`config.mk`:
```
export PLATFORM = sky130hd
export DESIGN_NAME = pfloat_fpu_seq
export DESIGN_NICKNAME = d
export VERILOG_FILES = /design/src/rtl/pfloat_fpu_seq.sv
export SDC_FILE = /design/constraint.sdc
export NUM_CORES = 1
export LEC_CHECK = 0
export ABC_CLOCK_PERIOD_IN_PS = 5100
export CORE_MARGIN = 2
export CORE_UTILIZATION = 60
export DETAILED_ROUTE_END_ITERATION = 10
export PLACE_DENSITY_LB_ADDON = 0.3
export SYNTH_ARGS = -nofsm -noshare
export SYNTH_HDL_FRONTEND = slang
export SYNTH_SLANG_ARGS = --single-unit
```
`constraint.sdc`:
```
create_clock -name clk -period 5.1 [get_ports clk]
set_input_delay 1.02 -clock clk [delete_from_list [all_inputs] [get_ports clk]]
set_output_delay 1.02 -clock clk [all_outputs]
set_load 0.01 [all_outputs]
```
`src/rtl/pfloat_fpu_seq.sv`:
```
// pfloat_fpu_seq: multi-cycle floating-point unit for the pinkyfloat datapath.
// ADDF / SUBF / MULF / ITOF / FTOI on a sign/exponent/mantissa word with an
// implied leading one. Truncating arithmetic, saturating on overflow, fixed
// latency per op, start/busy/done handshake.
module pfloat_fpu_seq #(
    parameter int EXP_W  = 8,
    parameter int MANT_W = 7,
    parameter int BIAS   = 127
) (
    input  logic                    clk,
    input  logic                    reset,
    input  logic                    start,
    input  logic [2:0]              op,
    input  logic [EXP_W+MANT_W:0]   op1,
    input  logic [EXP_W+MANT_W:0]   op2,
    output logic                    busy,
    output logic                    done,
    output logic [EXP_W+MANT_W:0]   result,
    output logic                    err
);

    localparam int W  = 1 + EXP_W + MANT_W;     // word and integer width
    localparam int M1 = MANT_W + 1;             // mantissa with hidden one
    localparam int PW = 2 * M1;                 // raw product width
    localparam int IW = W + 1;                  // ITOF magnitude width
    localparam int AW = (IW > PW) ? IW : PW;    // working accumulator width
    localparam int EW = EXP_W + 4;              // signed working exponent width
    localparam int FW = M1 + W;                 // FTOI shift workspace width

    localparam logic signed [EW-1:0] BIAS_S   = EW'(BIAS);
    localparam logic signed [EW-1:0] MANT_S   = EW'(MANT_W);
    localparam logic signed [EW-1:0] MUL_OFF  = EW'(BIAS + 2 * MANT_W);
    localparam logic signed [EW-1:0] E_MAX_S  = EW'((1 << EXP_W) - 1);
    localparam logic signed [EW-1:0] ONE_S    = EW'(1);
    localparam logic signed [EW-1:0] ZERO_S   = EW'(0);
    localparam logic signed [EW-1:0] INT_LIM  = EW'(W - 1);

    localparam logic [2:0] OP_ADDF = 3'd0;
    localparam logic [2:0] OP_SUBF = 3'd1;
    localparam logic [2:0] OP_MULF = 3'd2;
    localparam logic [2:0] OP_ITOF = 3'd3;
    localparam logic [2:0] OP_FTOI = 3'd4;

    typedef enum logic [2:0] {
        S_IDLE, S_ALIGN, S_ADD, S_MUL, S_LZC, S_SHIFT, S_NORM, S_PACK
    } state_t;

    state_t state, state_n;
    logic   accept;

    // Latched operands and working registers.
    logic [W-1:0]           a_q, b_q;
    logic [AW-1:0]          acc_q;      // value = acc_q * 2^(ew_q - BIAS)
    logic [MANT_W+1:0]      small_q;    // aligned smaller addend
    logic                   sign_q, sub_q;
    logic signed [EW-1:0]   ew_q;       // biased exponent of acc_q bit 0
    logic [W-1:0]           result_q;
    logic                   err_q;

    logic               sa, sb;
    logic [EXP_W-1:0]   ea, eb;
    logic [MANT_W-1:0]  ma, mb;
    assign {sa, ea, ma} = a_q;
    assign {sb, eb, mb} = b_q;

    // Shortcut detection on the raw inputs: zero operand or illegal op.
    logic [W-1:0] op2_eff, sc_result;
    logic         sc_hit, sc_err, in_a_zero, in_b_zero;

    // Decide at accept time whether the op completes in one cycle.
    always_comb begin
        // NOTE: every output of a combinational block gets a default first,
        // so no path through the case can leave one unassigned and infer a latch.
        sc_hit    = 1'b0;
        sc_err    = 1'b0;
        sc_result = '0;
        op2_eff   = (op == OP_SUBF) ? {~op2[W-1], op2[W-2:0]} : op2;
        in_a_zero = (op1[W-2 -: EXP_W] == '0);
        in_b_zero = (op2[W-2 -: EXP_W] == '0);
        case (op)
            OP_ADDF, OP_SUBF: begin
                if (in_a_zero) begin
                    sc_hit    = 1'b1;
                    sc_result = in_b_zero ? '0 : op2_eff;
                end else if (in_b_zero) begin
                    sc_hit    = 1'b1;
                    sc_result = op1;
                end
            end
            OP_MULF: sc_hit = in_a_zero | in_b_zero;
            OP_ITOF: sc_hit = (op2 == '0);
            OP_FTOI: sc_hit = in_b_zero;
            default: begin
                sc_hit = 1'b1;
                sc_err = 1'b1;
            end
        endcase
    end

    // State register.
    always_ff @(posedge clk or posedge reset) begin
        if (reset) state <= S_IDLE;
        else       state <= state_n;
    end

    // Next-state, handshake outputs and start acceptance.
    always_comb begin
        state_n = state;
        accept  = 1'b0;
        busy    = 1'b0;
        done    = 1'b0;
        case (state)
            S_IDLE:               accept = start;
            S_ALIGN:              begin busy = 1'b1; state_n = S_ADD;  end
            S_ADD, S_MUL, S_LZC:  begin busy = 1'b1; state_n = S_NORM; end
            S_SHIFT, S_NORM:      begin busy = 1'b1; state_n = S_PACK; end
            S_PACK: begin
                done    = 1'b1;
                state_n = S_IDLE;
                accept  = start;
            end
            default:              state_n = S_IDLE;
        endcase
        if (accept) begin
            if (sc_hit) begin
                state_n = S_PACK;
            end else begin
                case (op)
                    OP_ADDF, OP_SUBF: state_n = S_ALIGN;
                    OP_MULF:          state_n = S_MUL;
                    OP_ITOF:          state_n = S_LZC;
                    default:          state_n = S_SHIFT;
                endcase
            end
        end
    end

    // Per-stage arithmetic from the registered working values.
    logic                   a_big;
    logic [EXP_W-1:0]       e_big, e_diff;
    logic [MANT_W:0]        m_big, m_small;
    logic [MANT_W+1:0]      al_small, add_sum;
    logic [PW-1:0]          prod;
    logic [IW-1:0]          itof_mag;
    int                     msb;
    logic signed [EW-1:0]   norm_e, ftoi_e;
    logic [W-1:0]           norm_res, ftoi_res;
    logic                   norm_err, ftoi_err;

    // Alignment, add, multiply, ITOF magnitude, normalise and FTOI conversion.
    always_comb begin
        a_big    = (a_q[W-2:0] >= b_q[W-2:0]);
        e_big    = a_big ? ea : eb;
        e_diff   = a_big ? ea - eb : eb - ea;
        m_big    = {1'b1, a_big ? ma : mb};
        m_small  = {1'b1, a_big ? mb : ma};
        al_small = (int'(e_diff) >= MANT_W + 2) ? '0 : ({1'b0, m_small} >> e_diff);
        add_sum  = sub_q ? acc_q[MANT_W+1:0] - small_q : acc_q[MANT_W+1:0] + small_q;
        prod     = PW'({1'b1, ma}) * PW'({1'b1, mb});
        itof_mag = b_q[W-1] ? (~{1'b1, b_q} + IW'(1)) : {1'b0, b_q};

        // Leading-one position drives the normalising shift and exponent.
        msb = 0;
        for (int i = 0; i < AW; i++) begin
            if (acc_q[i]) msb = i;
        end
        norm_e   = ew_q + EW'(msb);
        norm_res = '0;
        norm_err = 1'b0;
        if (acc_q != '0) begin
            if (norm_e > E_MAX_S) begin
                norm_res = {sign_q, {(W-1){1'b1}}};
                norm_err = 1'b1;
            end else if (norm_e >= ONE_S) begin
                norm_res = {sign_q, norm_e[EXP_W-1:0],
                            MANT_W'((acc_q << (AW - 1 - msb)) >> (AW - 1 - MANT_W))};
            end
        end

        // FTOI: truncate toward zero, saturate at the signed integer range.
        ftoi_e   = $signed(EW'(eb)) - BIAS_S;
        ftoi_res = '0;
        ftoi_err = 1'b0;
        if (ftoi_e >= INT_LIM) begin
            ftoi_res = sb ? {1'b1, {(W-1){1'b0}}} : {1'b0, {(W-1){1'b1}}};
            ftoi_err = 1'b1;
        end else if (ftoi_e >= ZERO_S) begin
            ftoi_res = W'((FW'({1'b1, mb}) << ftoi_e) >> MANT_W);
            if (sb) ftoi_res = ~ftoi_res + W'(1);
        end
    end

    // Datapath registers: operand capture on accept, one stage per state.
    always_ff @(posedge clk or posedge reset) begin
        // NOTE: the whole datapath is reset, not just the control state, so an
        // aborted op leaves result/err at zero and no stale working value survives.
        if (reset) begin
            a_q      <= '0;
            b_q      <= '0;
            acc_q    <= '0;
            small_q  <= '0;
            sign_q   <= 1'b0;
            sub_q    <= 1'b0;
            ew_q     <= '0;
            result_q <= '0;
            err_q    <= 1'b0;
        end else begin
            // NOTE: state is updated with non-blocking assignments so every
            // stage reads the values from before this edge.
            if (accept) begin
                a_q <= op1;
                b_q <= op2_eff;
                if (sc_hit) begin
                    result_q <= sc_result;
                    err_q    <= sc_err;
                end
            end
            case (state)
                S_ALIGN: begin
                    acc_q   <= AW'(m_big);
                    small_q <= al_small;
                    sign_q  <= a_big ? sa : sb;
                    sub_q   <= sa ^ sb;
                    ew_q    <= $signed(EW'(e_big)) - MANT_S;
                end
                S_ADD:   acc_q <= AW'(add_sum);
                S_MUL: begin
                    acc_q  <= AW'(prod);
                    sign_q <= sa ^ sb;
                    ew_q   <= $signed(EW'(ea)) + $signed(EW'(eb)) - MUL_OFF;
                end
                S_LZC: begin
                    acc_q  <= AW'(itof_mag);
                    sign_q <= b_q[W-1];
                    ew_q   <= BIAS_S;
                end
                S_NORM: begin
                    result_q <= norm_res;
                    err_q    <= norm_err;
                end
                S_SHIFT: begin
                    result_q <= ftoi_res;
                    err_q    <= ftoi_err;
                end
                default: ;
            endcase
        end
    end

    assign result = result_q;
    assign err    = err_q;

endmodule

```
# After elaboration in Yosys (flattened, before gate mapping)
# Cells that the tools add are included.
[word_totals]
regBits = 92
input_bits = 38
output_inout_bits = 19
elab_cells = 125
[op_classes]
addsub = 12
n_mul = 1
order_cmp = 6
n_eq_ne = 11
shifts = 3
muxes = 59
bitwise_logic = 5
n_reduce_logical = 18
[ops]
columns = ["cell", "count"]
rows = [
  ["32-bit 2-to-1 mux", 15],
  ["16-bit 2-to-1 mux", 14],
  ["17-bit case mux with 4 select lines", 1],
  ["12-bit case mux with 3 select lines", 1],
  ["16-bit case mux with 2 select lines", 1],
  ["17-bit by 32-bit left shift with 16-bit output", 1],
  ["6-bit by 32-bit subtractor with 32-bit output, first input constant", 1],
  ["8-bit by 12-bit left shift with 23-bit output", 1],
  ["9-bit 2-to-1 mux", 2],
  ["17-bit by 1-bit adder with 17-bit output, second input constant", 1],
  ["17-bit 2-to-1 mux", 1],
  ["17-bit inverter", 1],
  ["17-bit nonzero test", 1],
  ["16-bit by 1-bit adder with 16-bit output, second input constant", 1],
  ["16-bit logical NOT", 1],
  ["8-bit logical NOT", 2],
  ["8-bit by 8-bit multiplier with 16-bit output", 1],
  ["8-bit 2-to-1 mux", 2],
  ["16-bit inverter", 1],
  ["8-bit subtractor", 2],
  ["3-bit == test, second input constant", 5],
  ["15-bit greater-or-equal comparator", 1],
  ["7-bit 2-to-1 mux", 2],
  ["1-bit 2-to-1 mux", 13],
  ["33 further kinds", 43],
]

# Longest topological paths before layout
[logic_depth]
depth_word = 22
depth_mapped = 22
ltp_nobuf = 21

# Worst setup path after synthesis
# Ideal clock, no wire load.
[synth_timing]
path_type = "register -> register"
start = "register b_q[4]"
end = "register acc_q[15]"
setup_time_ps = 138
arrival_time_ps = 4554
required_ps = 4962
path_slack_ps = 408
path_stages_with_launch = 19
path_buffers = 1
period_less_slack_ps = 4692
path_cell_list = "dfrtp_1 > clkbuf_1 > and2_1 > fa_1 > fa_1 > inv_1 > fa_1 > fa_1 > inv_1 > ha_1 > a21oi_1 > o21bai_1 > a211o_1 > a31oi_1 > nor2b_1 > o21ai_0 > a21oi_1 > xnor2_1 > o221ai_1"
[synth_between]
elab_chain_cells = 4
word_cells_on_any_way = 5
classes_between = "add/sub: 1; mul: 1; mux: 2; bitwise: 1"
[synth_lines]
columns = ["item", "line", "text"]
rows = [
  ["start: declaration", "52", "logic [W-1:0] a_q, b_q;"],
  ["start signal: assignment", "212", "b_q <= op2_eff;"],
  ["branches (longest 3 deep; another with 8-bit by 8-bit multiplier with 16-bit output)", "-", ""],
  ["17-bit case mux with 4 select lines *", "218", "case (state)"],
  ["end signal: assignment", "220", "acc_q <= AW'(m_big);"],
  ["end signal: assignment", "226", "S_ADD: acc_q <= AW'(add_sum);"],
  ["end signal: assignment", "228", "acc_q <= AW'(prod);"],
  ["end: declaration", "53", "logic [AW-1:0] acc_q;"],
]
# Mark *: on every way between the ends.
# A chain may end at the register's enable or synchronous reset.

# Final worst setup path
[layout_timing]
start = "register a_q[2]"
end = "register acc_q[15]"
[layout_between]
elab_chain_cells = 2
[layout_lines]
columns = ["item", "line", "text"]
rows = [
  ["start: declaration", "52", ""],
  ["start signal: assignment", "211", "a_q <= op1;"],
  ["8-bit by 8-bit multiplier with 16-bit output", "159", "prod = PW'({1'b1, ma}) * PW'({1'b1, mb});"],
  ["17-bit case mux with 4 select lines", "218", ""],
]
# No other way between the ends.

==> results by group <==
Global routing
  • Vias in the first global route: 10348
  • Gr ovfl total: 0
  • Largest net degree at the start of global routing: between 50 and 60
  • Initial antenna violation count: 0
  • GRT Overall Usage: 0.377
  • First-pass GRT wire length: around 58000 um

CTS
  • Clk slew on worst S/H paths: about 0.080 ns
  • Clock Latency Late Sink: 0.36 ns
  • CTS H-tree depth: 3
  • Root buf cell: clkbuf_16
  • CTS Sinks: 89
  • Clock tree buffer depth: 2
  • CTS tree: yes
  • CTS buffer count: 9

Detailed routing
  • Post-Route WL: 36800 um
  • Drt pass-1 iters: 7
  • WL/cell: 22.0 um
  • Remaining DRCs: 0
  • Total number of vias: ~11000
  • First DRT Iteration DRCs: around 1400
  • Vias per Instance: roughly 6.6
  • Number of routed nets with antenna violations: 0

Die
  • Initial core utilization: 0.607
  • Die width: 141 um
  • FP Rows: 50
  • Core ar.: 18500 sq um
  • Chip height: 141 um
  • Num ports: 57
  • Die area: 19800 sq um

Logic synthesis
  • Distinct cells, synth: 85
  • Synthesized area per cell: roughly 8.1 sq um
  • Cells after synthesis: 1395
  • Post-Syn Area: 11200 sq um
  • Post-synth EDFFs: 0
  • Sequential area share after synthesis: 0.198
  • Number of synthesized register bits: 89
  • Mapped Nets: 1574
  • FFs w/ async S/R, synth: 1.00
  • Synthesis warning total: 0
  • Ys flop type: dfrtp_1

Job
  • Max-cap violations: 0

Critical path
  • CP cell instances: buf_4 -> and2_1 -> fa_1 -> ha_1 -> inv_1 -> fa_1 -> fa_1 -> inv_1 -> ha_1 -> a21oi_1 -> o21bai_1 -> a211o_1 -> a31oi_2 -> nor2b_1 -> o21ai_1 -> a21oi_1 -> xnor2_1 -> o221ai_1
  • Max incr delay on CP: 0.54 ns
  • Slowest CP cell: fa_1
  • Crit path arrival time: 4.96 ns
  • Cell family with most CP delay: adder cells
  • Crit start category: register
  • Crit end category: register
  • CP bufs+invs: 3
  • CP max FO: 7
  • Most Frequent Cell on Critical Path: fa_1
  • Critical path type: reg2reg
  • CP required: 5.32 ns

Timing
  • Fin Setup TNS: 0 ns
  • Period Utilization, post-route: 0.929
  • Minimum clock period: 4.74 ns
  • RSZ-0062 raised after global routing: false
  • Worst rel slew slack: 0.380
  • Pins over their slew limit: 0
  • Fmax: 211 MHz
  • Final Hold Fails: 0
  • Fin Clk Skew: 0.0113 ns
  • Setup violators final: 0
  • Worst-Margin Slew: 0.923 ns

Final layout
  • Antenna diodes: 0
  • Commonest non-fill, non-tap cell in the layout: nand2_1
  • Area delta synth->final: 10.1%
  • # nets final: 1613
  • Layout cell share with drive strength beyond 1: 0.0737
  • Commonest non-fill, non-tap cells in the layout: 153 x nand2_1, 114 x nor2_1, 106 x o21ai_0, 102 x inv_1, 99 x ha_1

Placed design
  • GPL Wtd Cong: between 1 and 1.5
  • DP HPWL: between 20000 and 30000 um
  • Port bufs: 56

Hold path
  • Min-delay worst type: reg2reg

Outcome
  • Result of the run: finished clean
## final timing paths
path | start | end | slack (ns) | cells past startpoint
max reg2reg | a_q[2]$_DFFE_PP0P_ | acc_q[15]$_DFFE_PP0P_ | 0.36 | 18
min in group asynchronous | reset | result[1]$_DFFE_PP0P_ | 1.03 | 2
min | result[1]$_DFFE_PP0P_ | result[1]$_DFFE_PP0P_ | 0.51 | 1
max in group asynchronous | reset | a_q[2]$_DFFE_PP0P_ | 3.11 | 3
max | a_q[2]$_DFFE_PP0P_ | acc_q[15]$_DFFE_PP0P_ | 0.36 | 18
min reg2reg | result[1]$_DFFE_PP0P_ | result[1]$_DFFE_PP0P_ | 0.51 | 1
## flip-flops by register name, summed over array words and instances (netlist names)
signal,flops
result,16
sign_q,1
a_q,16
err,1
ew_q,10
state,3
b_q,16
sub_q,1
acc_q,17
small_q,8
## layout make-up
class | count | area, sq um
inverter | 110 | 414
clock inverter | 7 | 76.3
sequential | 89 | 2230
multi-input combinational | 1130 | 8290
fill | 1586 | 6150
clock buffer | 9 | 225
timing repair buffer | 94 | 846
tap | 234 | 293
## worst reg2reg max path, delay by kind of cell, from the launching register on
kind / cells / cell delay, ns
AO/OA/AOI/OAI: 7 / 1.31
adder cells (fa/ha/maj): 5 / 2.13
flip-flops: 1 / 0.47
XOR/XNOR: 1 / 0.19
AND/OR/NAND/NOR: 2 / 0.25
buffers and inverters: 3 / 0.27
## Yosys cell counts, drive strengths merged, types with 22 or more instances
| master | number | area [sq um] |
|---|---|---|
| nand2 | 153 | 574 |
| nor2 | 115 | 439 |
| o21ai | 108 | 541 |
| inv | 107 | 402 |
| a21oi | 99 | 507 |
| ha | 99 | 1240 |
| dfrtp | 89 | 2230 |
| xnor2 | 66 | 601 |
| mux2i | 54 | 541 |
| and2 | 42 | 264 |
| clkbuf | 42 | 158 |
| fa | 42 | 841 |
| nand3 | 30 | 155 |
| nor3 | 29 | 161 |
| buf | 24 | 155 |
| a22oi | 22 | 165 |
## kinds of logic (layout without fill, tap and decap cells)
kind of cell             after synthesis  after routing  share of synthesized area
flip-flops                            89             89                      0.198
adder cells (fa/ha/maj)              141            141                      0.185
AND/OR/NAND/NOR                      452            452                      0.193
buffers and inverters                176            220                     0.0646
XOR/XNOR                              81             81                     0.0652
AO/OA/AOI/OAI                        386            386                      0.224
multiplexers                          70             70                     0.0702
## per-layer routing
metal  vias up  global-route usage  share of wire
li1       5021                   -              -
met1      5258               0.522           0.41
met2       602               0.577           0.43
met3       105              0.0768           0.11
met4         0               0.161          0.050
met5         -                   0              0
## what timing repair did
action                                  in CTS  in global routing
setup buffers                                0                  0
endpoints found under the setup margin       0                  2
hold buffers                                 0                  0
resized for setup                            0                  4
## stage by stage
| step | hold WS, ns | setup slack [ns] | instance area, sq um | utilization | cells |
|---|---|---|---|---|---|
| 2_1_floorplan | 0.481 | 0.408 | 11200 | - | 1395 |
| 3_3_place_gp | 0.495 | 0.252 | 12100 | 0.651 | 1657 |
| 3_5_place_dp | 0.501 | 0.175 | 12100 | 0.651 | 1657 |
| 4_1_cts | 0.518 | 0.158 | 12400 | 0.668 | 1673 |
| 5_1_grt | 0.542 | 0.0673 | 12400 | 0.668 | 1673 |
| 6_report | 0.511 | 0.364 | 12400 | 0.668 | 1673 |
Power is not shown: default switching activity piles up to over one toggle a cycle in this logic, so the estimate is an artifact.
